<file path="config.mk">
export PLATFORM = sky130hd
export DESIGN_NAME = restador_serial_nbit_flat
export DESIGN_NICKNAME = d
export VERILOG_FILES = /design/src/rtl/restador_serial_nbit_pkg.sv /design/src/rtl/restador_serial_nbit_if.sv /design/src/rtl/restador_serial_nbit_sum_chunk.sv /design/src/rtl/restador_serial_nbit.sv /design/src/flat_wrapper.sv
export SDC_FILE = /design/constraint.sdc
export NUM_CORES = 1
export LEC_CHECK = 0
export CORE_UTILIZATION = 46
export DETAILED_ROUTE_END_ITERATION = 10
export PLACE_DENSITY_LB_ADDON = 0.1
export SLEW_MARGIN = 15
export SYNTH_ARGS = -nofsm -noshare
export SYNTH_HDL_FRONTEND = slang
export SYNTH_SLANG_ARGS = --single-unit
</file>
<file path="constraint.sdc">
create_clock -name clk -period 2.1 [get_ports clk]
set_input_delay 0.315 -clock clk [delete_from_list [all_inputs] [get_ports clk]]
set_output_delay 0.315 -clock clk [all_outputs]
set_load 0.03 [all_outputs]
</file>
<file path="src/rtl/restador_serial_nbit_pkg.sv">
// Purpose: shared definitions for the serial adder/subtractor (FSM states, operation codes, cycle count).
// Latency: none (types, constants and a pure function only).
// Backpressure: not applicable.
package restador_serial_nbit_pkg;

    typedef enum logic [1:0] {
        ST_IDLE = 2'd0,
        ST_RUN  = 2'd1,
        ST_DONE = 2'd2
    } state_t;

    // Sel encodings
    localparam logic OP_ADD = 1'b0;
    localparam logic OP_SUB = 1'b1;

    // Number of RUN cycles needed to cover a WIDTH-bit operand CHUNK bits at a time.
    function automatic int chunk_count(input int width, input int chunk);
        return width / chunk;
    endfunction

endpackage

</file>
<file path="src/rtl/restador_serial_nbit_if.sv">
// Purpose: request/result bundle between a requester and the serial adder/subtractor.
// Latency: wires only.
// Backpressure: none in the bundle; the requester watches busy/done and re-asserts start.
// Ports: start/A/B/Sel from the requester; busy/done/salida/Co/Z/N/V from the arithmetic unit.
interface restador_serial_nbit_if #(
    parameter int WIDTH = 16
);
    logic             start;
    logic [WIDTH-1:0] A;
    logic [WIDTH-1:0] B;
    logic             Sel;
    logic             busy;
    logic             done;
    logic [WIDTH-1:0] salida;
    logic             Co;
    logic             Z;
    logic             N;
    logic             V;

    modport master (
        output start, A, B, Sel,
        input  busy, done, salida, Co, Z, N, V
    );

    modport slave (
        input  start, A, B, Sel,
        output busy, done, salida, Co, Z, N, V
    );
endinterface

</file>
<file path="src/rtl/restador_serial_nbit_sum_chunk.sv">
// Purpose: CHUNK-bit ripple-carry adder slice used once per cycle by the serial unit.
// Latency: combinational.
// Backpressure: not applicable.
// Ports: a/b/ci operands and carry-in; sum, cout, and msb_ci (carry into the top bit, for overflow).
module restador_serial_nbit_sum_chunk #(
    parameter int CHUNK = 4
) (
    input  logic [CHUNK-1:0] a,
    input  logic [CHUNK-1:0] b,
    input  logic             ci,
    output logic [CHUNK-1:0] sum,
    output logic             cout,
    output logic             msb_ci
);
    import restador_serial_nbit_pkg::*;

    // Ripple carry held in a scalar that is updated bit by bit, so no
    // vector feeds back into itself.
    logic c;

    always_comb begin
        c      = ci;
        sum    = '0;
        msb_ci = ci;
        for (int i = 0; i < CHUNK; i++) begin
            if (i == CHUNK - 1) begin
                msb_ci = c;
            end
            sum[i] = a[i] ^ b[i] ^ c;
            c      = (a[i] & b[i]) | (c & (a[i] ^ b[i]));
        end
        cout = c;
    end

endmodule

</file>
<file path="src/rtl/restador_serial_nbit.sv">
// Purpose: multi-cycle WIDTH-bit add/subtract, CHUNK bits per clock through one ripple slice.
// Latency: K+1 edges from accepted start to done (K = WIDTH/CHUNK); one result per K+1 cycles.
// Backpressure: start is ignored while busy; no queueing, requester must retry after done.
// Ports: clk, rst (sync, active-high); bus (slave modport) carries start/A/B/Sel in and
//        busy/done/salida/Co/Z/N/V out. Result and flags hold until the next completion.
module restador_serial_nbit
    import restador_serial_nbit_pkg::*;
#(
    parameter int WIDTH = 16,
    parameter int CHUNK = 4
) (
    input logic                  clk,
    input logic                  rst,
    restador_serial_nbit_if.slave bus
);

    localparam int K  = chunk_count(WIDTH, CHUNK);
    localparam int CW = (K > 1) ? $clog2(K) : 1;
    localparam logic [CW-1:0] LAST = CW'(K - 1);

    generate
        if ((WIDTH % CHUNK) != 0 || WIDTH < 2 || CHUNK < 1) begin : g_param_check
            $fatal(1, "restador_serial_nbit: WIDTH must be >= 2 and a multiple of CHUNK");
        end
    endgenerate

    state_t           state;
    logic [WIDTH-1:0] a_q;      // operand A, shifted right one chunk per RUN cycle
    logic [WIDTH-1:0] b_q;      // operand B already inverted for subtraction, shifted likewise
    logic [WIDTH-1:0] res;      // partial result, filled from the top down
    logic             carry;
    logic [CW-1:0]    cnt;

    logic             busy_q;
    logic             done_q;
    logic [WIDTH-1:0] salida_q;
    logic             co_q;
    logic             z_q;
    logic             n_q;
    logic             v_q;

    logic [CHUNK-1:0] chunk_sum;
    logic             chunk_cout;
    logic             chunk_msb_ci;
    logic [WIDTH-1:0] res_next;

    restador_serial_nbit_sum_chunk #(
        .CHUNK (CHUNK)
    ) u_sum_chunk (
        .a      (a_q[CHUNK-1:0]),
        .b      (b_q[CHUNK-1:0]),
        .ci     (carry),
        .sum    (chunk_sum),
        .cout   (chunk_cout),
        .msb_ci (chunk_msb_ci)
    );

    // Each new chunk enters at the top and older chunks move down, so after
    // K cycles chunk 0 sits at bit 0 and the register holds the full result.
    generate
        if (CHUNK == WIDTH) begin : g_single
            assign res_next = chunk_sum;
        end else begin : g_multi
            assign res_next = {chunk_sum, res[WIDTH-1:CHUNK]};
        end
    endgenerate

    always_ff @(posedge clk) begin
        if (rst) begin
            state    <= ST_IDLE;
            a_q      <= '0;
            b_q      <= '0;
            res      <= '0;
            carry    <= 1'b0;
            cnt      <= '0;
            busy_q   <= 1'b0;
            done_q   <= 1'b0;
            salida_q <= '0;
            co_q     <= 1'b0;
            z_q      <= 1'b0;
            n_q      <= 1'b0;
            v_q      <= 1'b0;
        end else begin
            done_q <= 1'b0;
            unique case (state)
                ST_IDLE, ST_DONE: begin
                    if (bus.start) begin
                        a_q    <= bus.A;
                        b_q    <= bus.B ^ {WIDTH{bus.Sel}};
                        // Carry-in of 1 completes the two's complement of B.
                        carry  <= bus.Sel;
                        cnt    <= '0;
                        busy_q <= 1'b1;
                        state  <= ST_RUN;
                    end else begin
                        state  <= ST_IDLE;
                    end
                end
                ST_RUN: begin
                    a_q   <= a_q >> CHUNK;
                    b_q   <= b_q >> CHUNK;
                    res   <= res_next;
                    carry <= chunk_cout;
                    if (cnt == LAST) begin
                        state    <= ST_DONE;
                        busy_q   <= 1'b0;
                        done_q   <= 1'b1;
                        salida_q <= res_next;
                        co_q     <= chunk_cout;
                        z_q      <= (res_next == '0);
                        n_q      <= res_next[WIDTH-1];
                        v_q      <= chunk_cout ^ chunk_msb_ci;
                    end else begin
                        cnt <= cnt + 1'b1;
                    end
                end
                default: begin
                    state  <= ST_IDLE;
                    busy_q <= 1'b0;
                end
            endcase
        end
    end

    assign bus.busy   = busy_q;
    assign bus.done   = done_q;
    assign bus.salida = salida_q;
    assign bus.Co     = co_q;
    assign bus.Z      = z_q;
    assign bus.N      = n_q;
    assign bus.V      = v_q;

endmodule

</file>
<file path="src/flat_wrapper.sv">
// flat-port wrapper written by rule: the top's interface ports become plain ports
module restador_serial_nbit_flat import restador_serial_nbit_pkg::*;
#(
    parameter int WIDTH = 16,
    parameter int CHUNK = 4
)
  (clk, rst, bus_start, bus_A, bus_B, bus_Sel, bus_busy, bus_done, bus_salida, bus_Co, bus_Z, bus_N, bus_V);
  restador_serial_nbit_if #(.WIDTH(WIDTH)) bus_i ();
  input logic clk;
  input logic rst;
  input wire logic [$bits(bus_i.start)-1:0] bus_start;
  input wire logic [$bits(bus_i.A)-1:0] bus_A;
  input wire logic [$bits(bus_i.B)-1:0] bus_B;
  input wire logic [$bits(bus_i.Sel)-1:0] bus_Sel;
  output wire logic [$bits(bus_i.busy)-1:0] bus_busy;
  output wire logic [$bits(bus_i.done)-1:0] bus_done;
  output wire logic [$bits(bus_i.salida)-1:0] bus_salida;
  output wire logic [$bits(bus_i.Co)-1:0] bus_Co;
  output wire logic [$bits(bus_i.Z)-1:0] bus_Z;
  output wire logic [$bits(bus_i.N)-1:0] bus_N;
  output wire logic [$bits(bus_i.V)-1:0] bus_V;
  assign bus_i.start = bus_start;
  assign bus_i.A = bus_A;
  assign bus_i.B = bus_B;
  assign bus_i.Sel = bus_Sel;
  assign bus_busy = bus_i.busy;
  assign bus_done = bus_i.done;
  assign bus_salida = bus_i.salida;
  assign bus_Co = bus_i.Co;
  assign bus_Z = bus_i.Z;
  assign bus_N = bus_i.N;
  assign bus_V = bus_i.V;
  restador_serial_nbit #(.WIDTH(WIDTH), .CHUNK(CHUNK)) u_core (.clk(clk), .rst(rst), .bus(bus_i));
endmodule
</file>
==> results.ini, run 1 <==
[floorplanning]
dieArea_um2=6670
die_w_um=81.7
coreArea_um2=6030
num_rows=28
pin_count=58
start_util=0.485
die_y_um=81.7

[logic_synthesis]
syn_inst=342
yosys-top-cells-area=dfxtp_1 (48%), a21oi_1 (10%), nand2_1 (7.6%), a22oi_1 (6.2%), nand3_1 (5.7%)
synth-async-reset-ratio=0
yosysTopAreaCell=dfxtp_1
ys_ff_latch=70
synthSimpleGateAreaFrac=0.179
synth_compound_area_frac=0.195
ys.flop_type=dfxtp_1
syn_avg_cell_area_um2=8.54
yosysSeqAreaShare=0.480
synth_edf_count=0
ys_types=30
synth_top_family_by_area=compound AO/OA/AOI/OAI gates
synth_top_area_share=0.480
synth_warnings=0
synthAdderAreaFrac=0.0317
synth_area_um2=2920
synthMuxAreaShare=0
synth_xor_area_frac=0.0510
synth_fp_nets=383

[final_layout]
fin_area_um2=3810
area.growth.synth_to_final_pct=30.6
regArea_um2=1400
fillCellCount=552
nets=433
drive_above_1_share=0.116
final_cells=472
diodes=0
multiInputGateArea_um2=1360
final_cell_mix=dfxtp_1 (68), a21oi_1 (60), nand2_1 (59), clkdlybuf4s50_1 (56), nand3_1 (33)
layout_commonest_cell=dfxtp_1

[route]
route.detailed.drc=0
dr.pass1.iters=4
drtAntennaViolNets=0
drt-wirelength-per-cell_um=14.0
vias_per_cell=5.31
drtIter0Drc=153
vias=2507
wirelength_um=6600

[timing]
hold_viol=0
finalCritPeriodShare=1.07
final.min_clock_period_ns=2.25
finClkSkew_ns=0.0101
setup_viol=4
rsz0062_at_grt=yes
finalMaxSlewViolations=0
timing.fmax_ghz=0.445
slew_headroom=0.577
setup_tns_ns=-0.462
fin_hold_ws_ns=0.420
worst_slack_ns=-0.147
tightest_slew_ns=0.634

[place]
dp_slack_ns=-0.208
place_inst=454
place_hpwl_um=4310
place_area_um2=3560
portBuffers=57
place.gp.congestion=0.792

[global_route]
grt_pass1_vias=2299
grt_overflow=0
grt_first_pass_wirelength_um=10800
antenna_found_initial=0
grt_max_degree=49
grt_use_total=0.219

[worst_setup_path]
worst_path_max_delay_cell=fa_1
cp-start-kind=flip-flop
cpPeakStageDelay_ns=0.41
crit_chain=inv_2, fa_2, inv_2, fa_2, fa_2, inv_2, fa_1, buf_4, a211oi_2
required_ns=2.36
cp-end-kind=flip-flop
critPathMaxFanout=2
crit_type=reg2reg
cp.arrival_ns=2.50

[pwr]
clkPwrFrac=0.395
ir_drop_mv=0.406
power.density_nw_per_um2=792
p_leak_nw=1.36
combinationalPowerShare=0.131
switching_share=0.247
p_seq_frac=0.474
internal-power_mw=2.28
p_sw_mw=0.745

[outcome]
outcome=complete, but fails checks
violations=setup timing

[clocking]
cts_max_path_buffers=2
cts_tree=done
htreeDepth=3
cts_buffers=9
cts_hold_buf=0
cts_root_buf=clkbuf_8
clk_pin_slew_ns=0.08
clock_latency_ns=0.34
cts.sinks=70

[run]
max_cap_violations=0

[hold_path]
hp-class=in2reg

==> repair_timing <==
| item | in CTS | in global routing |
|---|---|---|
| pin swaps | 6 | 5 |
| setup endpoints to repair | 6 | 5 |
| setup buffers | 1 | 1 |
| resized for setup | 6 | 2 |
==> worst max-delay path, delay by kind of cell (launching register included) <==
family / cells / cell delay (ns)
flops: 1 / 0.33
fa+ha+maj: 4 / 1.36
buf+inv: 4 / 0.32
compound gates: 1 / 0.16
==> sequential cells by signal, summed over array words and instances, names as in the netlist, 2 cells and up <==
| register | count |
|---|---|
| u_core.a_q | 16 |
| u_core.state | 2 |
| u_core.b_q | 16 |
| u_core.res | 12 |
| u_core.cnt | 2 |
| u_core.bus.salida | 16 |
==> path summary, 6_finish.rpt <==
| path | endpoint | slack, ns | start | cells after the start |
|---|---|---|---|---|
| setup / recovery | u_core.bus.salida[15]$_SDFFE_PP0P_ | -0.15 | u_core.carry$_SDFFE_PP0P_ | 9 |
| hold / removal | u_core.bus.salida[7]$_SDFFE_PP0P_ | 0.42 | rst | 2 |
| setup reg to reg | u_core.bus.salida[15]$_SDFFE_PP0P_ | -0.15 | u_core.carry$_SDFFE_PP0P_ | 9 |
| hold reg to reg | u_core.bus.salida[7]$_SDFFE_PP0P_ | 0.46 | u_core.bus.salida[7]$_SDFFE_PP0P_ | 2 |
==> per-layer routing <==
layer / GRT usage / vias up / share of wire
li1: - / 1277 / -
met1: 0.273 / 1169 / 0.43
met2: 0.363 / 55 / 0.53
met3: 0.0433 / 6 / 0.030
met4: 0.100 / 0 / 0.011
met5: 0 / - / 0
==> metrics by stage <==
stage | power (mW) | utilization
after floorplan | 1.70 | -
after global placement | 1.84 | 0.591
after detailed placement | 1.85 | 0.591
after CTS | 3.05 | 0.631
after global routing | 3.16 | 0.633
final | 3.02 | 0.633
==> layout make-up <==
cell class                 count  area share
clock buffer                  10      0.0361
clock inverter                 6      0.0223
inverter                       8     0.00787
multi-input combinational    232       0.356
sequential                    70       0.368
tap                           75      0.0246
timing repair buffer          71       0.186
==> cell families after synthesis <==
logic type | count (synthesis)
xor gates and xnor gates | 17
and+or+nand+nor | 115
AOI/OAI and AO/OA | 95
DFF | 70
adders and majority gates | 5
buffers and inverters | 40
==> Yosys cell counts, drive strengths merged (2+ instances only) <==
cell,count
inv,8
nand3b,2
a22oi,24
nand3,33
a211oi,5
nor4,3
nor2,10
clkbuf,8
xor2,16
nor2b,2
fa,4
nand2b,2
dfxtp,70
buf,24
nand2,59
o211ai,2
a21oi,60
==> power by group through the flow <==
| stage | Sequential (mW) | Combinational [mW] | Clock, mW |
|---|---|---|---|
| 2_1_floorplan | 1.45 | 0.247 | 0 |
| 3_3_place_gp | 1.46 | 0.385 | 0 |
| 3_5_place_dp | 1.46 | 0.388 | 0 |
| 4_1_cts | 1.43 | 0.394 | 1.22 |
| 5_1_grt | 1.44 | 0.440 | 1.28 |
| 6_report | 1.43 | 0.394 | 1.19 |
(Power assumes the default switching activity.)
==> run 2: changes to the inputs <==
--- a/config.mk
+++ b/config.mk
@@ -7,6 +7,7 @@
 export LEC_CHECK = 0
 export CORE_UTILIZATION = 46
 export DETAILED_ROUTE_END_ITERATION = 10
+export MAX_ROUTING_LAYER = met4
 export PLACE_DENSITY_LB_ADDON = 0.1
 export SLEW_MARGIN = 15
 export SYNTH_ARGS = -nofsm -noshare
==> results.ini, run 2 (synthesis gave the netlist of run 1 again) <==
[global_route]
grt_use_total=0.225  ; +0.00614
antenna_found_initial=0  ; unchanged
grt_pass1_vias=2293  ; -0.26%
grt_first_pass_wirelength_um=10800  ; +0.26%
grt_overflow=0  ; unchanged
grt_max_degree=49  ; unchanged

[outcome]
violations=setup timing
outcome=complete, but fails checks

[timing]
timing.fmax_ghz=0.445  ; -0.11%
rsz0062_at_grt=yes
final.min_clock_period_ns=2.25  ; +0.00246 ns
finalMaxSlewViolations=0  ; unchanged
worst_slack_ns=-0.150  ; -0.00246 ns
tightest_slew_ns=0.637  ; +0.00326 ns
finClkSkew_ns=0.00806  ; -0.00202 ns
slew_headroom=0.575  ; -0.00217
finalCritPeriodShare=1.07  ; +0.00117
hold_viol=0  ; unchanged
setup_viol=4  ; unchanged

[worst_setup_path]
cp-start-kind=flip-flop
cp.arrival_ns=2.50  ; about the same
required_ns=2.35  ; about the same
cp-end-kind=flip-flop
critPathMaxFanout=2  ; unchanged
crit_type=reg2reg

[clocking]
cts_root_buf=clkbuf_8
cts.sinks=70  ; unchanged
clock_latency_ns=0.33  ; about the same
cts_max_path_buffers=2  ; unchanged
htreeDepth=3  ; unchanged
clk_pin_slew_ns=0.08  ; about the same
cts_buffers=9  ; unchanged
cts_tree=done

[floorplanning]
num_rows=28  ; unchanged
die_w_um=81.7  ; unchanged
die_y_um=81.7  ; unchanged
pin_count=58  ; unchanged
dieArea_um2=6670  ; unchanged
coreArea_um2=6030  ; unchanged
start_util=0.485  ; unchanged

[pwr]
power_mw=3.02  ; +0.14%
ir_drop_mv=0.413  ; +1.7%
p_leak_nw=1.36  ; unchanged
power.density_nw_per_um2=793  ; +0.14%

[final_layout]
drive_above_1_share=0.116  ; unchanged
layout_commonest_cell=dfxtp_1
nets=433  ; unchanged
area.growth.synth_to_final_pct=30.6  ; unchanged
final_cell_mix=dfxtp_1 (68), a21oi_1 (60), nand2_1 (59), clkdlybuf4s50_1 (56), nand3_1 (33)
diodes=0  ; unchanged
final_cells=472  ; unchanged

[route]
vias=2509  ; +0.080%
wirelength_um=6620  ; +0.24%
drtIter0Drc=133  ; -13%
vias_per_cell=5.32  ; about the same
dr.pass1.iters=4  ; unchanged
drtAntennaViolNets=0  ; unchanged
route.detailed.drc=0  ; unchanged
drt-wirelength-per-cell_um=14.0  ; +0.24%

[place]
place.gp.congestion=0.803  ; +1.4%
portBuffers=57  ; unchanged
dp_slack_ns=-0.208  ; unchanged
place_hpwl_um=4310  ; unchanged
place_inst=454  ; unchanged

[run]
max_cap_violations=0  ; unchanged

[hold_path]
hp-class=in2reg

## run 2: cell type report
cell class	count	area, µm²
clock buffer	10	138
inverter	8	30.0
clock inverter	6	85.1
multi-input combinational	232	1360
timing repair buffer	71	708
tap	75	93.8
sequential	70	1400
fill	552	2210
## run 2: routing by layer
metal	vias up	part of all wire	global-route usage
met4	0	0.0080	0.100
met2	63	0.53	0.366
met5	-	0	-
met1	1165	0.43	0.273
met3	4	0.040	0.0400
li1	1277	-	-
## run 2: report_power, final
group	leakage (nW)	internal, mW	switching [mW]
Combinational	0.676	0.189	0.206
Clock	0.108	0.697	0.500
Sequential	0.571	1.39	0.0431
Total	1.36	2.28	0.749
## run 2: path summary, 6_finish.rpt
path	start	slack, ns	endpoint	depth (start not counted)
worst max-delay path	u_core.carry$_SDFFE_PP0P_	-0.15	u_core.bus.salida[15]$_SDFFE_PP0P_	9
worst min-delay path	rst	0.42	u_core.bus.salida[7]$_SDFFE_PP0P_	2
worst max register to register	u_core.carry$_SDFFE_PP0P_	-0.15	u_core.bus.salida[15]$_SDFFE_PP0P_	9
worst min register to register	u_core.bus.salida[7]$_SDFFE_PP0P_	0.45	u_core.bus.salida[7]$_SDFFE_PP0P_	2
## run 2: per-stage QoR
stage               utilization  setup TNS, ns  hold WS, ns  instance area (µm²)
floorplan                     -         -0.102        0.444                 2930
global placement          0.591         -0.386        0.442                 3560
detailed placement        0.591         -0.703        0.447                 3560
CTS                       0.631         -0.482        0.405                 3800
global route              0.633         -0.884        0.445                 3810
finish                    0.633         -0.473        0.417                 3810
## run 2: worst max-delay path, stage by stage (launching register included)
cell and delay [ns]:
dfxtp_2 0.33, inv_2 0.06, fa_2 0.21, inv_2 0.04, fa_2 0.35, fa_2 0.39
inv_2 0.06, fa_1 0.41, buf_4 0.16, a211oi_2 0.16
## run 2: repair_timing
item | 4_1_cts | 5_1_grt
cloned | 0 | 0
gates resized for setup | 6 | 2
hold buffers | 0 | 0
pin swaps | 6 | 5
setup endpoints to repair | 6 | 5
hold endpoints to repair | 0 | 0
buffers inserted | 1 | 1
